`src/rtl/mem_pkg.sv`:
```
// ---------------------------------------------------------------------------
// mem_pkg
// Shared definitions for the instruction memory: word/address widths, the NOP
// encoding and the fixed boot program image. The same package is imported by
// the assembler checker and the fetch-stage model, so it is the single place
// where the boot program lives.
// ---------------------------------------------------------------------------
package mem_pkg;

  localparam int INSTR_W = 16;
  localparam int ADDR_W  = 16;

  localparam logic [INSTR_W-1:0] NOP = 16'h0000;

  localparam int BOOT_WORDS = 8;

  localparam logic [INSTR_W-1:0] BOOT_IMAGE [0:BOOT_WORDS-1] = '{
    16'h1121,
    16'h2232,
    16'h3343,
    16'h4454,
    16'h5565,
    16'h6676,
    16'h7787,
    16'h8898
  };

  // Image word for a full word address; everything past the boot program is NOP.
  function automatic logic [INSTR_W-1:0] boot_word(input logic [ADDR_W-1:0] addr);
    logic [INSTR_W-1:0] word;
    word = NOP;
    if (addr < ADDR_W'(BOOT_WORDS)) begin
      word = BOOT_IMAGE[addr[2:0]];
    end
    return word;
  endfunction

endpackage : mem_pkg

```
`src/rtl/rom_array.sv`:
```
// ---------------------------------------------------------------------------
// rom_array
// Purely combinational constant table of DEPTH instruction words, built from
// the boot image in mem_pkg and padded with NOP up to DEPTH.
//
// Parameters:
//   DEPTH    number of words (power of two)
//   AW       index width, log2(DEPTH)
// Ports:
//   index_i  in   AW        word index into the table
//   word_o   out  INSTR_W   table contents at index_i
// ---------------------------------------------------------------------------
module rom_array
  import mem_pkg::*;
#(
  parameter int DEPTH = 256,
  parameter int AW    = $clog2(DEPTH)
) (
  input  logic [AW-1:0]      index_i,
  output logic [INSTR_W-1:0] word_o
);

  logic [INSTR_W-1:0] table_q [DEPTH];

  // Each entry is a constant, so synthesis folds this into a ROM / logic cone.
  for (genvar g = 0; g < DEPTH; g++) begin : g_fill
    assign table_q[g] = boot_word(ADDR_W'(g));
  end

  assign word_o = table_q[index_i];

endmodule : rom_array

```
`src/rtl/memory_module.sv`:
```
// ---------------------------------------------------------------------------
// memory_module
// Read-only instruction memory for the fetch stage. One word per clock with a
// single registered stage; addresses at or above DEPTH return NOP (no
// aliasing). The output register clears asynchronously while rst is low.
//
// Parameters:
//   DEPTH        number of implemented 16-bit words (power of two, <= 65536)
//   AW           low address bits used as the array index, log2(DEPTH)
// Ports:
//   clk          in   1   system clock, rising edge
//   rst          in   1   asynchronous active-low reset
//   readAddress  in   16  word address to fetch
//   instruction  out  16  registered instruction word
// ---------------------------------------------------------------------------
module memory_module
  import mem_pkg::*;
#(
  parameter int DEPTH = 256,
  parameter int AW    = $clog2(DEPTH)
) (
  input  logic                clk,
  input  logic                rst,
  input  logic [ADDR_W-1:0]   readAddress,
  output logic [INSTR_W-1:0]  instruction
);

  logic [INSTR_W-1:0] rom_word;
  logic               in_range;
  logic [INSTR_W-1:0] instr_d;
  logic [INSTR_W-1:0] instr_q;

  rom_array #(
    .DEPTH (DEPTH),
    .AW    (AW)
  ) u_rom (
    .index_i (readAddress[AW-1:0]),
    .word_o  (rom_word)
  );

  // Any bit above the index field set means the address is past the array.
  // With a full 64K-word array there are no such bits.
  if (AW < ADDR_W) begin : g_range
    assign in_range = ~|readAddress[ADDR_W-1:AW];
  end else begin : g_full
    assign in_range = 1'b1;
  end

  always_comb begin
    instr_d = NOP;
    if (in_range) begin
      instr_d = rom_word;
    end
  end

  // Output register: NOP while in reset, otherwise the word addressed at the edge.
  always_ff @(posedge clk or negedge rst) begin
    if (!rst) begin
      instr_q <= NOP;
    end else begin
      instr_q <= instr_d;
    end
  end

  assign instruction = instr_q;

endmodule : memory_module

```
`config.mk`:
```
export PLATFORM = sky130hd
export DESIGN_NAME = memory_module
export DESIGN_NICKNAME = d
export VERILOG_FILES = /design/src/rtl/mem_pkg.sv /design/src/rtl/rom_array.sv /design/src/rtl/memory_module.sv
export SDC_FILE = /design/constraint.sdc
export NUM_CORES = 1
export LEC_CHECK = 0
export ABC_AREA = 1
export CORE_MARGIN = 10
export CORE_UTILIZATION = 46
export CTS_CLUSTER_DIAMETER = 150
export DETAILED_ROUTE_END_ITERATION = 10
export GPL_ROUTABILITY_DRIVEN = 1
export PLACE_DENSITY = 0.88
export SYNTH_ARGS = -nofsm -noshare
export SYNTH_HDL_FRONTEND = slang
export SYNTH_HIERARCHICAL = 1
export SYNTH_SLANG_ARGS = --single-unit
```
`constraint.sdc`:
```
create_clock -name clk -period 0.9 [get_ports clk]
set_clock_uncertainty 0.1 [all_clocks]
set_input_delay 0.225 -clock clk [delete_from_list [all_inputs] [get_ports clk]]
set_output_delay 0.225 -clock clk [all_outputs]
set_load 0.05 [all_outputs]
```
==> results of run 1 <==
report_power, final:
group | total, W | internal [W] | leakage (nW) | switching (W)
Sequential | 0.000718 | 0.000718 | 0.199 | 0.0000000523
Combinational | 0.000266 | 0.000121 | 0.541 | 0.000144
Clock | 0.000382 | 0.000172 | 0.0150 | 0.000211
worst paths after layout:
check	depth (start not counted)	slack [ns]	end
max in group asynchronous	2	0.37	instruction[2]
hold / removal	2	0.19	instruction[0]
setup / recovery	1	-0.29	instruction[2]
min in group clk	5	0.29	instruction[12]
stage by stage:
step,std cells,total power [W],setup slack [ns],setup TNS [ns]
after floorplan,91,0.000814,-0.168,-1.99
after global placement,144,0.000936,-0.741,-9.97
after detailed placement,144,0.000950,-0.827,-10.98
after CTS,151,0.00134,-0.292,-4.49
after global routing,154,0.00142,-0.314,-6.30
final,154,0.00137,-0.292,-5.24
kinds of logic (layout without fill, tap and decap cells):
family,count (synthesis),after routing
flops,16,16
buf+inv,33,71
simple gates,36,36
fa+ha+maj,5,5
compound gates,1,1
routing by layer:
metal  track usage  routed length (um)  vias to the layer above
met2         0.324                1770                       48
li1              -                   -                      339
met4        0.0902                 208                        0
met1         0.139                1150                      377
met3        0.0336                 216                       18
met5             0                   0                        -
what timing repair did:
item                                    CTS  global route
pin swaps                                27            23
gates cloned                              2             0
hold endpoints to repair                  0             0
resized for setup                        82            28
setup buffers                             1             3
endpoints found under the setup margin   32            32
area by class of cell:
| class | instances | share of cell area |
|---|---|---|
| Clock buffer | 4 | 0.0158 |
| Inverter | 23 | 0.0536 |
| Multi-Input combinational cell | 42 | 0.290 |
| Sequential cell | 16 | 0.253 |
| Tap cell | 25 | 0.0189 |
| Timing Repair Buffer | 44 | 0.369 |
cells in the mapped netlist, drive strengths merged:
cell / number / share of area
o21ai: 1 / 0.0058
inv: 23 / 0.10
nor3: 16 / 0.16
ha: 5 / 0.073
nand2: 4 / 0.020
nor2: 15 / 0.068
nand3: 1 / 0.012
dfrtp: 16 / 0.47
buf: 10 / 0.096
==> results.yml, run 1 <==
timing:
  slew_headroom: 0.865
  timing.final.crit_share: 1.32
  min_period_ns: 1.19
  grt_setup_unrepaired: "true"
  setup_viol: 31
  drv_slew: 0
  fmax_mhz: 839
  hold_viol: 0
  worstMarginPinSlew_ns: 0.202
  whs_ns: 0.195
  setup_ws_ns: -0.292
worst_setup_path:
  startpoint_type: "flip-flop"
  cp_top_family: "flip-flops"
  critPathMaxStageDelay_ns: 0.44
  crit_slowest_cell: "dfrtp_2"
  critPathRequiredTime_ns: 0.57
  critPathMaxFanout: 1
  arrival_ns: 0.87
  startpoint: "instruction[2]"
  critPathKind: "flip-flop to output port"
  end_kind: "output port"
  worst-path-buf-inv: 1
  worstPathCellList: "buf_12"
route:
  firstDrtPassIters: 4
  post-route-drc-count: 0
  ant_nets: 0
  vias: 782
  drt-vias-per-instance: 5.08
  wl_per_cell_um: 21.7
  finalWirelength_um: 3350
  drt_iter0_drc: 16
synth:
  ys_warn_count: 6
  ys_seq_area_frac: 0.466
  avgSynthCellArea_um2: 9.45
  synth_nets: 114
  netlist_area_um2: 860
  synth_top_family_by_area: "simple AND/OR/NAND/NOR gates"
  synth_seq_cells: 16
  syn_inst: 91
  synth_mux_area_frac: 0
  synth_fa_ha_area_frac: 0.0728
  synthSimpleGateAreaFrac: 0.259
  synth_compound_area_frac: 0.00582
  synth.distinct_cells: 14
  synth-xor-area-share: 0
clock_tree:
  clk_pin_slew_ns: 0.09
  cts_buffers: 3
  cts_max_path_buffers: 2
  h-tree-depth: 1
  root_buffer: "clkbuf_4"
  cts_tree: "yes"
  cts_hold_buffers: 0
  cts.sinks: 16
cells_and_area:
  layout_common_cells: "buf_12 (19), inv_2 (16), dfrtp_2 (15)"
  final_common_cell: "buf_12"
  drive_above_1_share: 0.891
  n_antenna_cell: 0
  largest_reg_flops: 16
  stdcell_area_um2: 1660
  register_area_um2: 419
  multi_input_area_um2: 480
  fin_util: 0.950
  fillers: 43
  syn_to_final_growth_pct: 92.9
  nNetsFinal: 153
job:
  maxCapViolations: 0
grt:
  antenna_found_initial: 0
  grt_usage: 0.160
  grt_pass1_vias: 914
  grt_overflow: 0
  grt_start_max_net_pins: 17
  grt_pass1_wl_um: 5010
die:
  core_area_um2: 1750
  io_pins: 34
  die_x_um: 63.2
  fp.dieH_um: 63.2
  initial_core_util: 0.492
  fp-row-count: 15
  die_area_um2: 4000
power:
  p_leak_nw: 0.755
  irDropWorstVdd_v: 0.000699
  power.density_nw_per_um2: 824
hold_path:
  hp-class: "input port to asynchronous set/reset pin"
status:
  violations: "negative setup slack"
  status: "complete, but fails checks"
placement:
  dpl.hpwl_um: 1820
  placement.io_buffers: 33
  placed_area_um2: 1460
  gp_congestion: 0.755
Note: power is estimated with default switching activity, not from simulation.
==> run 2, diff against run 1 <==
CORE_UTILIZATION = 48   (was 46)
CTS_BUF_LIST = sky130_fd_sc_hd__clkbuf_8   (was default)
PLACE_DENSITY = 0.91   (was 0.88)
SLEW_MARGIN = 10   (was default)
==> results.yml, run 2 <==
synth:
  synth_fa_ha_area_frac: 0.0728
  syn_inst: 91
  synth_edf_count: 0
  ys.flop_type: "dfrtp_1"
  synthSimpleGateAreaFrac: 0.259
  synth_most_common_cell: "inv_1"
  synth.distinct_cells: 14
  synth_top_area_share: 0.466
  yosysTopAreaCell: "dfrtp_1"
  synth_common_cells: "inv_1 (23), dfrtp_1 (16), nor2_1 (14)"
  synth-xor-area-share: 0
  netlist_area_um2: 860
  synth_mux_area_frac: 0
  synth.area.top_cells: "dfrtp_1 (47%), nor3_2 (10%), inv_1 (10%), ha_1 (7.3%), buf_4 (7.0%)"
  async_reset_ff_frac: 1.00
  synth_nets: 114
  avgSynthCellArea_um2: 9.45
  synth_seq_cells: 16
  synth_top_family_by_area: "simple AND/OR/NAND/NOR gates"
  ys_warn_count: 6
  synth_compound_area_frac: 0.00582
  ys_seq_area_frac: 0.466
placement:
  post-place-cells: 144
  placement.io_buffers: 33
  gp_congestion: 0.742
  dpl.hpwl_um: 2010
  post-place-ws_ns: -0.838
status:
  lastStage: "global routing"
  status: "stopped before the end"
  error_line: "[ERROR DPL-0038] Utilization greater than 100%, impossible to legalize"
die:
  io_pins: 34
  die_x_um: 62.3
  fp-row-count: 15
  fp.dieH_um: 62.3
  initial_core_util: 0.503
clock_tree:
  cts_hold_buffers: 0
  h-tree-depth: 1
  root_buffer: "clkbuf_8"
  cts.sinks: 16
  cts_max_path_buffers: 2
  cts_buffers: 3
timing:
  endpoint_type: "top-level output"
  grt-worst-endpoint: "instruction[6]"
grt:
  grt_start_max_net_pins: 17
-- run 2: cell counts after synthesis --
No cell type changed its count.
-- run 2: kinds of logic after synthesis --
logic type / count (synthesis)
flops: 16
fa+ha+maj: 5
simple gates: 36
compound gates: 1
buf+inv: 33
-- run 2: what timing repair did --
| item | in CTS |
|---|---|
| gates resized for setup | 97 |
| gates cloned | 2 |
| endpoints found under the setup margin | 32 |
| setup buffers | 3 |
| pin swaps | 28 |
-- run 2: stage by stage --
step | TNS, ns | cell area [um^2]
2_1_floorplan | -1.99 | 960
3_3_place_gp | -10.03 | 1460
3_5_place_dp | -11.42 | 1460
4_1_cts | -4.40 | 1630
==> run 3, diff against run 2 <==
CORE_AREA = 10 10 71 73   (was default)
CORE_MARGIN = default   (was 10)
CORE_UTILIZATION = default   (was 48)
CTS_BUF_LIST = default   (was sky130_fd_sc_hd__clkbuf_8)
CTS_CLUSTER_DIAMETER = default   (was 150)
DIE_AREA = 0 0 81 83   (was default)
PLACE_DENSITY = default   (was 0.91)
PLACE_DENSITY_LB_ADDON = 0.15   (was default)
==> results.yml, run 3 (synthesis results as in run 1) <==
status:
  status: "complete, but fails checks"
  violations: "negative setup slack"
worst_setup_path:
  end_kind: "output port"
  worstPathCellList: "buf_12"
  critPathKind: "flip-flop to output port"
  arrival_ns: 0.81
  cp_top_family: "flip-flops"
  worst-path-buf-inv: 1
  startpoint_type: "flip-flop"
  crit_slowest_cell: "dfrtp_2"
  critPathMaxFanout: 1
  critPathMaxStageDelay_ns: 0.42
  critPathRequiredTime_ns: 0.57
timing:
  setup_ws_ns: -0.233
  hold_viol: 0
  fmax_mhz: 883
  grt_setup_unrepaired: "true"
  slew_headroom: 0.849
  timing.final.crit_share: 1.26
  setup_viol: 17
  min_period_ns: 1.13
  drv_slew: 0
  worstMarginPinSlew_ns: 0.227
clock_tree:
  cts.sinks: 16
  cts_buffers: 3
  root_buffer: "clkbuf_8"
  h-tree-depth: 1
  cts_max_path_buffers: 2
  cts_tree: "yes"
  clk_pin_slew_ns: 0.06
  post_cts_buffers: 0
route:
  drt_iter0_drc: 15
  post-route-drc-count: 0
  vias: 660
  ant_nets: 0
  wl_per_cell_um: 11.4
  finalWirelength_um: 1970
  firstDrtPassIters: 2
  drt-vias-per-instance: 3.82
power:
  p_leak_nw: 0.651
  power.density_nw_per_um2: 954
  finalPower_w: 0.00155
  irDropWorstVdd_v: 0.000399
die:
  initial_core_util: 0.237
  fp.dieH_um: 83
  die_x_um: 81
  die_area_um2: 6720
  core_area_um2: 3630
  fp-row-count: 22
  io_pins: 34
grt:
  antenna_found_initial: 0
  grt_usage: 0.0632
  grt_pass1_wl_um: 3420
  grt_overflow: 0
  grt_pass1_vias: 736
  grt_start_max_net_pins: 17
cells_and_area:
  fillers: 350
  nNetsFinal: 149
  syn_to_final_growth_pct: 89.1
  largest_reg_flops: 16
  n_antenna_cell: 0
  layout_common_cells: "buf_12 (19), inv_2 (15), dfrtp_2 (15)"
  final_common_cell: "buf_12"
  drive_above_1_share: 0.880
placement:
  gp_congestion: 0.684
  placement.io_buffers: 33
  dpl.hpwl_um: 1530
  post-place-ws_ns: -0.792
hold_path:
  hp-class: "input port to asynchronous set/reset pin"
job:
  maxCapViolations: 0
run 3: cell type report:
cell class,instances,area (um^2),area share
Timing Repair Buffer,40,569,0.350
Multi-Input combinational cell,42,433,0.266
Sequential cell,16,419,0.258
Inverter,23,88.8,0.0547
Tap cell,48,60.1,0.0370
Clock buffer,4,55.1,0.0339
run 3: worst paths after layout:
check | endpoint | startpoint | depth (start not counted) | slack, ns
max | instruction[6] | instruction[6] | 1 | -0.23
max in group asynchronous | instruction[4] | rst | 2 | 0.35
min | instruction[11] | rst | 2 | 0.22
min in group clk | instruction[12] | readAddress[0] | 5 | 0.26
run 3: repair_timing:
action                     CTS  global route
pin swaps                   24            13
cloned                       2             0
setup endpoints to repair   32            32
hold buffers                 0             0
resized for setup           78            20
run 3: routing by layer:
layer,track usage,routed length [um],vias to the layer above
met5,0,0,-
met3,0.0172,137,2
met2,0.112,1070,19
met1,0.0627,730,308
li1,-,-,331
met4,0.0376,34,0
run 3: where the power goes:
| part | leakage (nW) | switching (W) | internal, W |
|---|---|---|---|
| registers | 0.199 | 0.0000000449 | 0.000719 |
| logic | 0.424 | 0.000114 | 0.000109 |
| clock network | 0.0288 | 0.000222 | 0.000387 |
run 3: through the flow:
step	hold WS [ns]	util	std cells	setup TNS, ns	instance area [um^2]
after detailed placement	0.471	0.409	167	-10.63	1490
after global routing	0.230	0.447	173	-4.54	1630
final	0.221	0.447	173	-3.61	1630
after global placement	0.476	0.409	167	-10.43	1490
after floorplan	-0.171	-	91	-1.99	960
after CTS	0.221	0.443	173	-3.77	1610
